==> src/rtl/vm_vend_engine_pkg.sv <==
`default_nettype none
// ============================================================================
//  Module   : vm_vend_engine_pkg
//  Purpose  : Shared types for the vending core: event status codes and FSM states.
//  Revision : 1.0
// ============================================================================
package vm_vend_engine_pkg;

    typedef enum logic [2:0] {
        ST_OK         = 3'd0,
        ST_OVERFLOW   = 3'd1,
        ST_CREDIT_MAX = 3'd2,
        ST_SOLDOUT    = 3'd3,
        ST_LOW_CREDIT = 3'd4,
        ST_NO_CREDIT  = 3'd5,
        ST_BAD_ITEM   = 3'd6
    } status_t;

    typedef enum logic [1:0] {
        S_IDLE   = 2'd0,
        S_CREDIT = 2'd1,
        S_VEND   = 2'd2,
        S_CHANGE = 2'd3
    } vend_state_t;

endpackage
`default_nettype wire

==> src/rtl/vm_stock_bank.sv <==
`default_nettype none
// ============================================================================
//  Module   : vm_stock_bank
//  Purpose  : Per-item stock/price register file with overflow-checked restock,
//             single-unit decrement, one read port and soldout flags.
//  Revision : 1.0
// ============================================================================
module vm_stock_bank #(
    parameter int N_ITEMS  = 8,
    parameter int STOCK_W  = 4,
    parameter int CREDIT_W = 16,
    localparam int IW      = $clog2(N_ITEMS)
) (
    input  logic                clk,
    input  logic                rst,
    input  logic                wr_en,
    input  logic [IW-1:0]       wr_item,
    input  logic [STOCK_W-1:0]  wr_count,
    input  logic [CREDIT_W-1:0] wr_price,
    output logic                wr_ovf,
    input  logic                dec_en,
    input  logic [IW-1:0]       dec_item,
    input  logic [IW-1:0]       rd_item,
    output logic [STOCK_W-1:0]  rd_stock,
    output logic [CREDIT_W-1:0] rd_price,
    output logic [N_ITEMS-1:0]  soldout
);

    logic [STOCK_W-1:0]  stock_q [N_ITEMS];
    logic [STOCK_W-1:0]  stock_d [N_ITEMS];
    logic [CREDIT_W-1:0] price_q [N_ITEMS];
    logic [CREDIT_W-1:0] price_d [N_ITEMS];
    logic [STOCK_W:0]    w_wr_sum;

    // A carry out of the stock width means the sum exceeds 2**STOCK_W-1.
    assign w_wr_sum = {1'b0, stock_q[wr_item]} + {1'b0, wr_count};
    assign wr_ovf   = w_wr_sum[STOCK_W];
    assign rd_stock = stock_q[rd_item];
    assign rd_price = price_q[rd_item];

    always_comb begin
        stock_d = stock_q;
        price_d = price_q;
        for (int i = 0; i < N_ITEMS; i++) begin
            if (wr_en && !wr_ovf && (wr_item == IW'(i))) begin
                stock_d[i] = w_wr_sum[STOCK_W-1:0];
                price_d[i] = wr_price;
            end
            if (dec_en && (dec_item == IW'(i)) && (stock_q[i] != '0)) begin
                stock_d[i] = stock_q[i] - 1'b1;
            end
        end
    end

    always_ff @(posedge clk) begin
        if (rst) begin
            for (int i = 0; i < N_ITEMS; i++) begin
                stock_q[i] <= '0;
                price_q[i] <= '0;
            end
        end else begin
            stock_q <= stock_d;
            price_q <= price_d;
        end
    end

    for (genvar g = 0; g < N_ITEMS; g++) begin : g_soldout
        assign soldout[g] = (stock_q[g] == '0);
    end

endmodule
`default_nettype wire

==> src/rtl/vm_vend_engine.sv <==
`default_nettype none
// ============================================================================
//  Module   : vm_vend_engine
//  Purpose  : Vending core: coin credit, item selection, dispense and change FSM.
//  Revision : 1.0
// ============================================================================
module vm_vend_engine
    import vm_vend_engine_pkg::*;
#(
    parameter int N_ITEMS    = 8,
    parameter int STOCK_W    = 4,
    parameter int CREDIT_W   = 16,
    parameter int MAX_CREDIT = 1000,
    localparam int IW        = $clog2(N_ITEMS)
) (
    input  logic                clk,
    input  logic                rst,
    input  logic                coin_valid,
    input  logic [7:0]          coin_cents,
    output logic                coin_reject,
    input  logic                sel_valid,
    input  logic [IW-1:0]       sel_item,
    input  logic                cancel,
    input  logic                rs_valid,
    output logic                rs_ready,
    input  logic [IW-1:0]       rs_item,
    input  logic [STOCK_W-1:0]  rs_count,
    input  logic [CREDIT_W-1:0] rs_price,
    output logic                vend_valid,
    output logic [IW-1:0]       vend_item,
    output logic                change_valid,
    output logic [CREDIT_W-1:0] change_amt,
    output logic [CREDIT_W-1:0] credit,
    output status_t             status,
    output logic [N_ITEMS-1:0]  soldout
);

    localparam int C_SUM_W = CREDIT_W + 1;

    vend_state_t         state_q, state_d;
    logic [CREDIT_W-1:0] credit_q, credit_d;
    status_t             status_q, status_d;
    logic                coin_reject_q, coin_reject_d;
    logic [IW-1:0]       vend_item_q, vend_item_d;

    logic [C_SUM_W-1:0]  w_coin_sum;
    logic                w_coin_over;
    logic [CREDIT_W-1:0] w_remainder;
    logic                w_item_ok;
    logic                w_rs_fire;
    logic [IW-1:0]       w_rd_item;
    logic [STOCK_W-1:0]  w_rd_stock;
    logic [CREDIT_W-1:0] w_rd_price;
    logic                w_wr_ovf;

    if (2 ** IW == N_ITEMS) begin : g_item_pow2
        assign w_item_ok = 1'b1;
    end else begin : g_item_range
        assign w_item_ok = (int'(sel_item) < N_ITEMS);
    end

    assign w_coin_sum  = {1'b0, credit_q} + C_SUM_W'(coin_cents);
    assign w_coin_over = (w_coin_sum > C_SUM_W'(MAX_CREDIT));
    assign w_remainder = credit_q - w_rd_price;
    assign rs_ready    = (state_q == S_IDLE);
    assign w_rs_fire   = rs_valid && rs_ready;
    // While vending, the bank must keep pointing at the latched item.
    assign w_rd_item   = (state_q == S_VEND) ? vend_item_q : sel_item;

    vm_stock_bank #(
        .N_ITEMS  (N_ITEMS),
        .STOCK_W  (STOCK_W),
        .CREDIT_W (CREDIT_W)
    ) u_stock_bank (
        .clk      (clk),
        .rst      (rst),
        .wr_en    (w_rs_fire),
        .wr_item  (rs_item),
        .wr_count (rs_count),
        .wr_price (rs_price),
        .wr_ovf   (w_wr_ovf),
        .dec_en   (state_q == S_VEND),
        .dec_item (vend_item_q),
        .rd_item  (w_rd_item),
        .rd_stock (w_rd_stock),
        .rd_price (w_rd_price),
        .soldout  (soldout)
    );

    always_comb begin
        state_d       = state_q;
        credit_d      = credit_q;
        status_d      = status_q;
        coin_reject_d = 1'b0;
        vend_item_d   = vend_item_q;

        if (w_rs_fire) begin
            status_d = w_wr_ovf ? ST_OVERFLOW : ST_OK;
        end

        case (state_q)
            S_IDLE, S_CREDIT: begin
                // Priority cancel > coin > select; a coin lost to cancel is returned.
                if (cancel) begin
                    coin_reject_d = coin_valid;
                    if (state_q == S_CREDIT) begin
                        state_d = S_CHANGE;
                    end
                end else if (coin_valid) begin
                    if (w_coin_over) begin
                        coin_reject_d = 1'b1;
                        status_d      = ST_CREDIT_MAX;
                    end else begin
                        credit_d = w_coin_sum[CREDIT_W-1:0];
                        state_d  = S_CREDIT;
                    end
                end else if (sel_valid) begin
                    if (!w_item_ok) begin
                        status_d = ST_BAD_ITEM;
                    end else if (state_q == S_IDLE) begin
                        status_d = ST_NO_CREDIT;
                    end else if (w_rd_stock == '0) begin
                        status_d = ST_SOLDOUT;
                    end else if (credit_q < w_rd_price) begin
                        status_d = ST_LOW_CREDIT;
                    end else begin
                        vend_item_d = sel_item;
                        status_d    = ST_OK;
                        state_d     = S_VEND;
                    end
                end
            end
            S_VEND: begin
                coin_reject_d = coin_valid;
                credit_d      = w_remainder;
                state_d       = (w_remainder != '0) ? S_CHANGE : S_IDLE;
            end
            S_CHANGE: begin
                coin_reject_d = coin_valid;
                credit_d      = '0;
                state_d       = S_IDLE;
            end
            default: state_d = S_IDLE;
        endcase
    end

    always_ff @(posedge clk) begin
        if (rst) begin
            state_q       <= S_IDLE;
            credit_q      <= '0;
            status_q      <= ST_OK;
            coin_reject_q <= 1'b0;
            vend_item_q   <= '0;
        end else begin
            state_q       <= state_d;
            credit_q      <= credit_d;
            status_q      <= status_d;
            coin_reject_q <= coin_reject_d;
            vend_item_q   <= vend_item_d;
        end
    end

    assign coin_reject  = coin_reject_q;
    assign vend_valid   = (state_q == S_VEND);
    assign vend_item    = vend_item_q;
    assign change_valid = (state_q == S_CHANGE);
    assign change_amt   = change_valid ? credit_q : '0;
    assign credit       = credit_q;
    assign status       = status_q;

endmodule
`default_nettype wire
==> config.mk <==
export PLATFORM = sky130hd
export DESIGN_NAME = vm_vend_engine
export DESIGN_NICKNAME = d
export VERILOG_FILES = /design/src/rtl/vm_vend_engine_pkg.sv /design/src/rtl/vm_stock_bank.sv /design/src/rtl/vm_vend_engine.sv
export SDC_FILE = /design/constraint.sdc
export NUM_CORES = 1
export LEC_CHECK = 0
export BUFFER_PORTS_ARGS = -buffer_cell sky130_fd_sc_hd__buf_4
export CAP_MARGIN = 5
export CORE_MARGIN = 2
export CORE_UTILIZATION = 55
export CTS_CLUSTER_DIAMETER = 30
export DETAILED_ROUTE_END_ITERATION = 16
export PLACE_DENSITY_LB_ADDON = 0.3
export SYNTH_ARGS = -nofsm -noshare
export SYNTH_HDL_FRONTEND = slang
export SYNTH_SLANG_ARGS = --single-unit
==> constraint.sdc <==
create_clock -name clk -period 7.6 [get_ports clk]
set_input_delay 0.38 -clock clk [delete_from_list [all_inputs] [get_ports clk]]
set_output_delay 0.38 -clock clk [all_outputs]
set_load 0.1 [all_outputs]
-- After elaboration in Yosys (flattened, before gate mapping)
Index checks and enable logic that the tools add are counted.
- logic and storage cells: 185
- bits in registers: 185
- bitwise gates (word level): 7
- add/sub/neg operators: 11
- order comparisons: 4
- reduce and logical (&&, ||, !) cells: 61
- mux-type cells: 55
- eq/ne operators: 26
- operators with widths (operator ; count):
    $mux 16 ; 6
    $mux 4 ; 20
    $bmux 16 s3 ; 1
    $pmux 16 s3 ; 1
    $logic_not 4->1 ; 9
    $reduce_bool 4->1 ; 8
    $sub 4x1->4 const B ; 8
    $mux 3 ; 10
    $logic_and 1x1->1 ; 26
    $bmux 4 s3 ; 2
    $eq 3x3->1 const B ; 8
    $ne 4x4->1 const B ; 5
    $mux 2 ; 9
    $add 16x8->17 ; 1
    $gt 17x10->1 const B ; 1
    $lt 16x16->1 ; 1
    $reduce_bool 16->1 ; 1
    $reduce_bool 2->1 ; 8
    $sub 16x16->16 ; 1
    $eq 3x2->1 const B ; 4
    $ge 4x4->1 const B ; 2
    $not 3->4 ; 2
    $reduce_and 7->1 ; 1
    $eq 3x1->1 const B ; 2
    other kinds (15) ; 27

-- Depth between registers and ports, before layout
- depth after elaboration: 14
- depth in mapped cells: 18
- mapped depth without buffers: 15

-- By module
A second synthesis with hierarchy kept.
- cells, all modules: 1357
- area total of the unflattened synthesis: 11437.2 um2
- by module, submodules not included (module ; instances ; cells an instance ; area an instance (um2)):
    vm_stock_bank ; 1 ; 949 ; 8416.8
    vm_vend_engine ; 1 ; 408 ; 3020.4

-- Worst setup path before layout
No wires, ideal clock.
- path kind: register to register
- start: reg vend_item_q[1], in the netlist vend_item[1]
- end: reg state_q[1]
- slack: 3.143 ns
- data arrival time: 4.340 ns
- period minus slack after synthesis: 4.457 ns
- path buffers: 2
- data required time: 7.483 ns
- cell stages (with the launch flop): 15
- path through: dfxtp_1 mux2i_2 clkbuf_1 buf_2 mux4_2 mux2i_1 ha_1 and3_1 a2111oi_4 nor2_1 a41oi_1 xnor2_1 nor4b_1 nand4b_1 a22o_1
- longest elaborated chain between the ends: 9
- ends and longest elaborated chain (element ; RTL line ; RTL):
    start, declared ; vm_vend_engine.sv:44 ; logic [IW-1:0] vend_item_q, vend_item_d;
    start signal, assigned ; vm_vend_engine.sv:159 ; vend_item_q <= vend_item_d;
    $mux 3 (*) ; vm_vend_engine.sv:68 ; assign w_rd_item = (state_q == S_VEND) ? vend_item_q : sel_item;
    $not 3->4 (implied by the code) (*) ; vm_stock_bank.sv:38, vm_stock_bank.sv:39 ;
    $bmux 16 s3 ; vm_stock_bank.sv:39 ; assign rd_price = price_q[rd_item];
    $mux 16 (implied by the code) (2 in series) ; vm_stock_bank.sv:39 ;
    $sub 16x16->16 ; vm_vend_engine.sv:64 ; assign w_remainder = credit_q - w_rd_price;
    $reduce_bool 16->1 ; vm_vend_engine.sv:136 ; state_d = (w_remainder != '0) ? S_CHANGE : S_IDLE;
    $mux 2 ; vm_vend_engine.sv:136 ;
    $pmux 2 s3 ; vm_vend_engine.sv:101 ; case (state_q)
    end signal, assigned ; vm_vend_engine.sv:155 ; state_q <= state_d;
    end, declared ; vm_vend_engine.sv:40 ; vend_state_t state_q, state_d;
Mark *: on every way between the ends. The rest lies on a longest branch, timed or not. The select of a mux whose other input is x is not followed.
A chain may end at the register's enable or synchronous reset.

-- Worst setup path after layout
- start: reg state_q[0]
- end: reg vend_item_q[2], in the netlist vend_item[2]
- longest elaborated chain between the ends: 9
- ends and longest elaborated chain (element ; RTL line):
    $eq 2x2->1 ; vm_vend_engine.sv:68
    $mux 3 ; vm_vend_engine.sv:68
    $not 3->4 (implied by the code) ; vm_stock_bank.sv:38, vm_stock_bank.sv:39
    $bmux 16 s3 / $bmux 4 s3 (equally long branches) ; vm_stock_bank.sv:39, vm_stock_bank.sv:38
    $mux 16 (implied by the code) / $mux 4 (equally long branches) (2 in series) ; vm_stock_bank.sv:39, vm_stock_bank.sv:38
    $lt 16x16->1 / $logic_not 4->1 (equally long branches) ; vm_vend_engine.sv:124, vm_vend_engine.sv:122
    $not 1->1 (no line) ; n/a
    $reduce_and 7->1 (no line) (*) ; n/a
Marks and branches as above.

==> impl_results.md <==
* WL per Instance at 18.66 µm
* Outcome: completed
* Clock Skews at 0.009036 ns
* Net Sw Frac at 42.37%
* Die Area at 0.02022 mm²
* Total grt overflow at 0
* Synth Flop Type: dfxtp_1
* CP required at 7.89 ns
* Starting Density at 56.14%
* TritonCTS Buffers at 17
* Internal power at 2118 µW
* Register bit count reported by yosys at 185
* Buffer depth of the longest clock path at 2
* CP Buf/Inv Count at 3
* Psw at 1557 µW
* Max Cap Violations at 0
* Count of pins over their slew limit at 0
* Hold Crit Class: in -> reg
* Core Region at 0.01871 mm²
* CP Capture Type: flop
* Cells along the critical path: nand2b_1, buf_4, mux2i_4, buf_4, mux4_2, mux2_2, ha_1, inv_1, fa_1, a21o_1, a2111oi_4, or3_1, nand2_1, a311oi_2, nor4_4, mux2i_1, nor2_1
* Most frequent cell after synthesis: nand2_1
* Commonest cells in the synthesized netlist: nand2_1, dfxtp_1, a21oi_1
* Die Wd at 142.2 µm
* Sequential share of power at 30.4%
* Largest net degree at the start of global routing at 92
* Cell mode on critical path: buf_4
* Number of failing hold endpoints at the final stage at 0
* Final setup vio count at 0
* Delay of the slowest critical-path stage at 0.89 ns
* CTS Root Cell: clkbuf_16
* DRT iter0 DRCs at 1168
* Clock network power share at 26.2%
* Worst Setup Start Kind: flop
* First drt pass iteration count at 8
* Synth area leader: dfxtp_1
* HPWL Detailed at 19.65 mm
* Ratio of cells with drive above 1 in the final layout at 15.42%
* PD cells at 311.5 mW/mm²
* CP arrival at 6.01 ns
* Async SR Flop Fraction at 0%
* Initial antenna violation count at 0
* Post-route cell area at 0.01180 mm²
* Worst Max-Slew Pin Slew at 1.106 ns
* DRC errors left at 0
* Post-DRT Antenna Nets at 0
* F_max at 174.9 MHz
* Worst vdd ir at 192.3 µV
* Cts hold-fix bufs at 0
* Slowest cell on crit path: mux2i_4
* CP Class: reg -> reg
* Post_cts resized at 0
* Syn_nets at 1352
* Vias in the first global route at 8890
* Die H at 142.2 µm
* Syn Inst Count at 1273
* Combinational fraction of design power at 43.4%
* Port Buffer Count at 89
* Area fraction of the dominant cell type after synthesis at 35.27%
* Clk Latency, worst-skew pair at 0.44 ns
* Synthesis Warnings at 0
* Vias per inst at 6.216
* Leak Pwr at 0.004435 µW
* Mapped Avg Cell Area at 8.249 µm²
* Post CTS Setup Buffer Count at 0
* Clock slew at reported path FFs at 0.07 ns
* CTS Sinks at 185
* H-tree depth at 4
* Post-Place Cell Area at 0.01116 mm²
* Netlist cell types at 84
* Final worst-path cycle share at 75.22%
* CTS tree: yes
* Cell Rows at 50
* CP delay by family, top: multiplexers
* EDFF count, synth at 0
* Total negative slack at 0 ns
* Vias at 9597
* Min cycle time layout at 5.716 ns
* First-pass GRT wire length at 45.95 mm
* P&R area growth vs syn at 12.36%
* Antenna Cells at 0
* Fin nets at 1376
* Top cells by area, synth: dfxtp_1, nand2_1, mux4_2, a21oi_1, ha_1
* Tot GR Track Use at 28.65%
* Worst slew margin at 26.16%
* Unrepaired setup endpoints after global routing: false
* Post-synth design cell area at 0.01050 mm²
* Final wirelength at 28.81 mm
* I/O pin count at 90
* Sequential share of the synthesized area at 35.27%
* GPL Wtd Cong at 0.9135
* CP max FO at 24
==> power by group through the flow <==
stage | sequential, µW | clock, µW | combinational [µW]
global placement | 1130 | 0 | 1550
detailed placement | 1140 | 0 | 1570
CTS | 1110 | 963 | 1580
floorplan | 1320 | 0 | 1060
global route | 1130 | 1000 | 1720
finish | 1120 | 961 | 1600
==> registers in the layout, indices dropped and copies added, names as in the netlist <==
name and flops:
u_stock_bank.stock_q 32, coin_reject 1, state_q 2, u_stock_bank.price_q 128
credit 16, vend_item 3, status 3
==> final timing paths <==
path              cells past startpoint  slack, ns                         to                startpoint
hold / removal                        3       0.23  u_stock_bank.price_q[124]              rs_price[12]
setup / recovery                     17       1.88               vend_item[2]                state_q[0]
setup reg to reg                     17       1.88               vend_item[2]                state_q[0]
hold reg to reg                       2       0.45   u_stock_bank.price_q[71]  u_stock_bank.price_q[71]
==> logic make-up after synthesis <==
family                     after synthesis  synth area share, %
AOI/OAI and AO/OA                      304                18.21
xor gates and xnor gates                19                1.585
adders and majority gates               39                4.861
buffers and inverters                  129                5.111
DFF                                    185                35.27
muxes                                   74                12.30
and+or+nand+nor                        523                22.67
==> area by class of cell <==
type,instances,area (µm²)
Fill cell,1595,6907
Multi-Input combinational cell,959,6296
Sequential cell,185,3704
Timing Repair Buffer,98,735.7
Clock buffer,17,425.4
Tap cell,234,292.8
Clock inverter,15,210.2
Inverter,36,135.1
==> metal layers <==
layer	wire length [µm]	global-route usage, %	up-vias
li1	-	-	4576
met1	12000	37.40	4554
met3	2408	5.417	46
met5	0	0	-
met2	13840	48.31	421
met4	558	8.842	0
==> worst reg2reg max path, delay by kind of cell, from the launching register on <==
family | cells | cell delay (ns)
muxes | 4 | 1.98
and+or+nand+nor | 5 | 1.22
AOI/OAI and AO/OA | 3 | 0.50
DFF | 1 | 0.71
adders and majority gates | 2 | 0.41
buffers and inverters | 3 | 0.78
==> cell usage in the layout (no fill, tap or decap), types with 6 or more instances in the layout <==
cell type | Yosys | layout
a21oi_1 | 163 | 163
nor3_1 | 19 | 18
inv_1 | 35 | 35
o21ai_0 | 22 | 22
clkbuf_16 | 0 | 17
mux4_2 | 42 | 42
dfxtp_1 | 185 | 185
nor4_1 | 14 | 14
a221oi_1 | 6 | 6
nand3_1 | 11 | 11
ha_1 | 36 | 36
nor2_1 | 77 | 76
xor2_1 | 8 | 8
or2_1 | 8 | 8
nor3b_1 | 16 | 16
or4_1 | 6 | 6
a222oi_1 | 6 | 6
xnor2_1 | 11 | 11
a31oi_1 | 9 | 9
a21o_1 | 8 | 8
mux2i_1 | 25 | 25
or3_1 | 7 | 7
nand2b_1 | 12 | 12
buf_4 | 1 | 98
a211oi_1 | 16 | 16
o21ai_1 | 19 | 19
o22ai_1 | 7 | 7
and3_1 | 22 | 22
nand2_1 | 298 | 298
==> through the flow <==
step	setup slack [ns]	hold WS [ns]	util, %	std cells	power, µW
2_1_floorplan	3.143	0.4331	-	1273	2382
3_3_place_gp	2.098	0.4385	59.68	1512	2686
3_5_place_dp	1.935	0.4431	59.68	1512	2710
4_1_cts	1.886	0.2226	63.08	1544	3659
5_1_grt	1.547	0.2301	63.08	1544	3848
6_report	1.884	0.2312	63.08	1544	3675
Power figures use the tool's default switching activity.
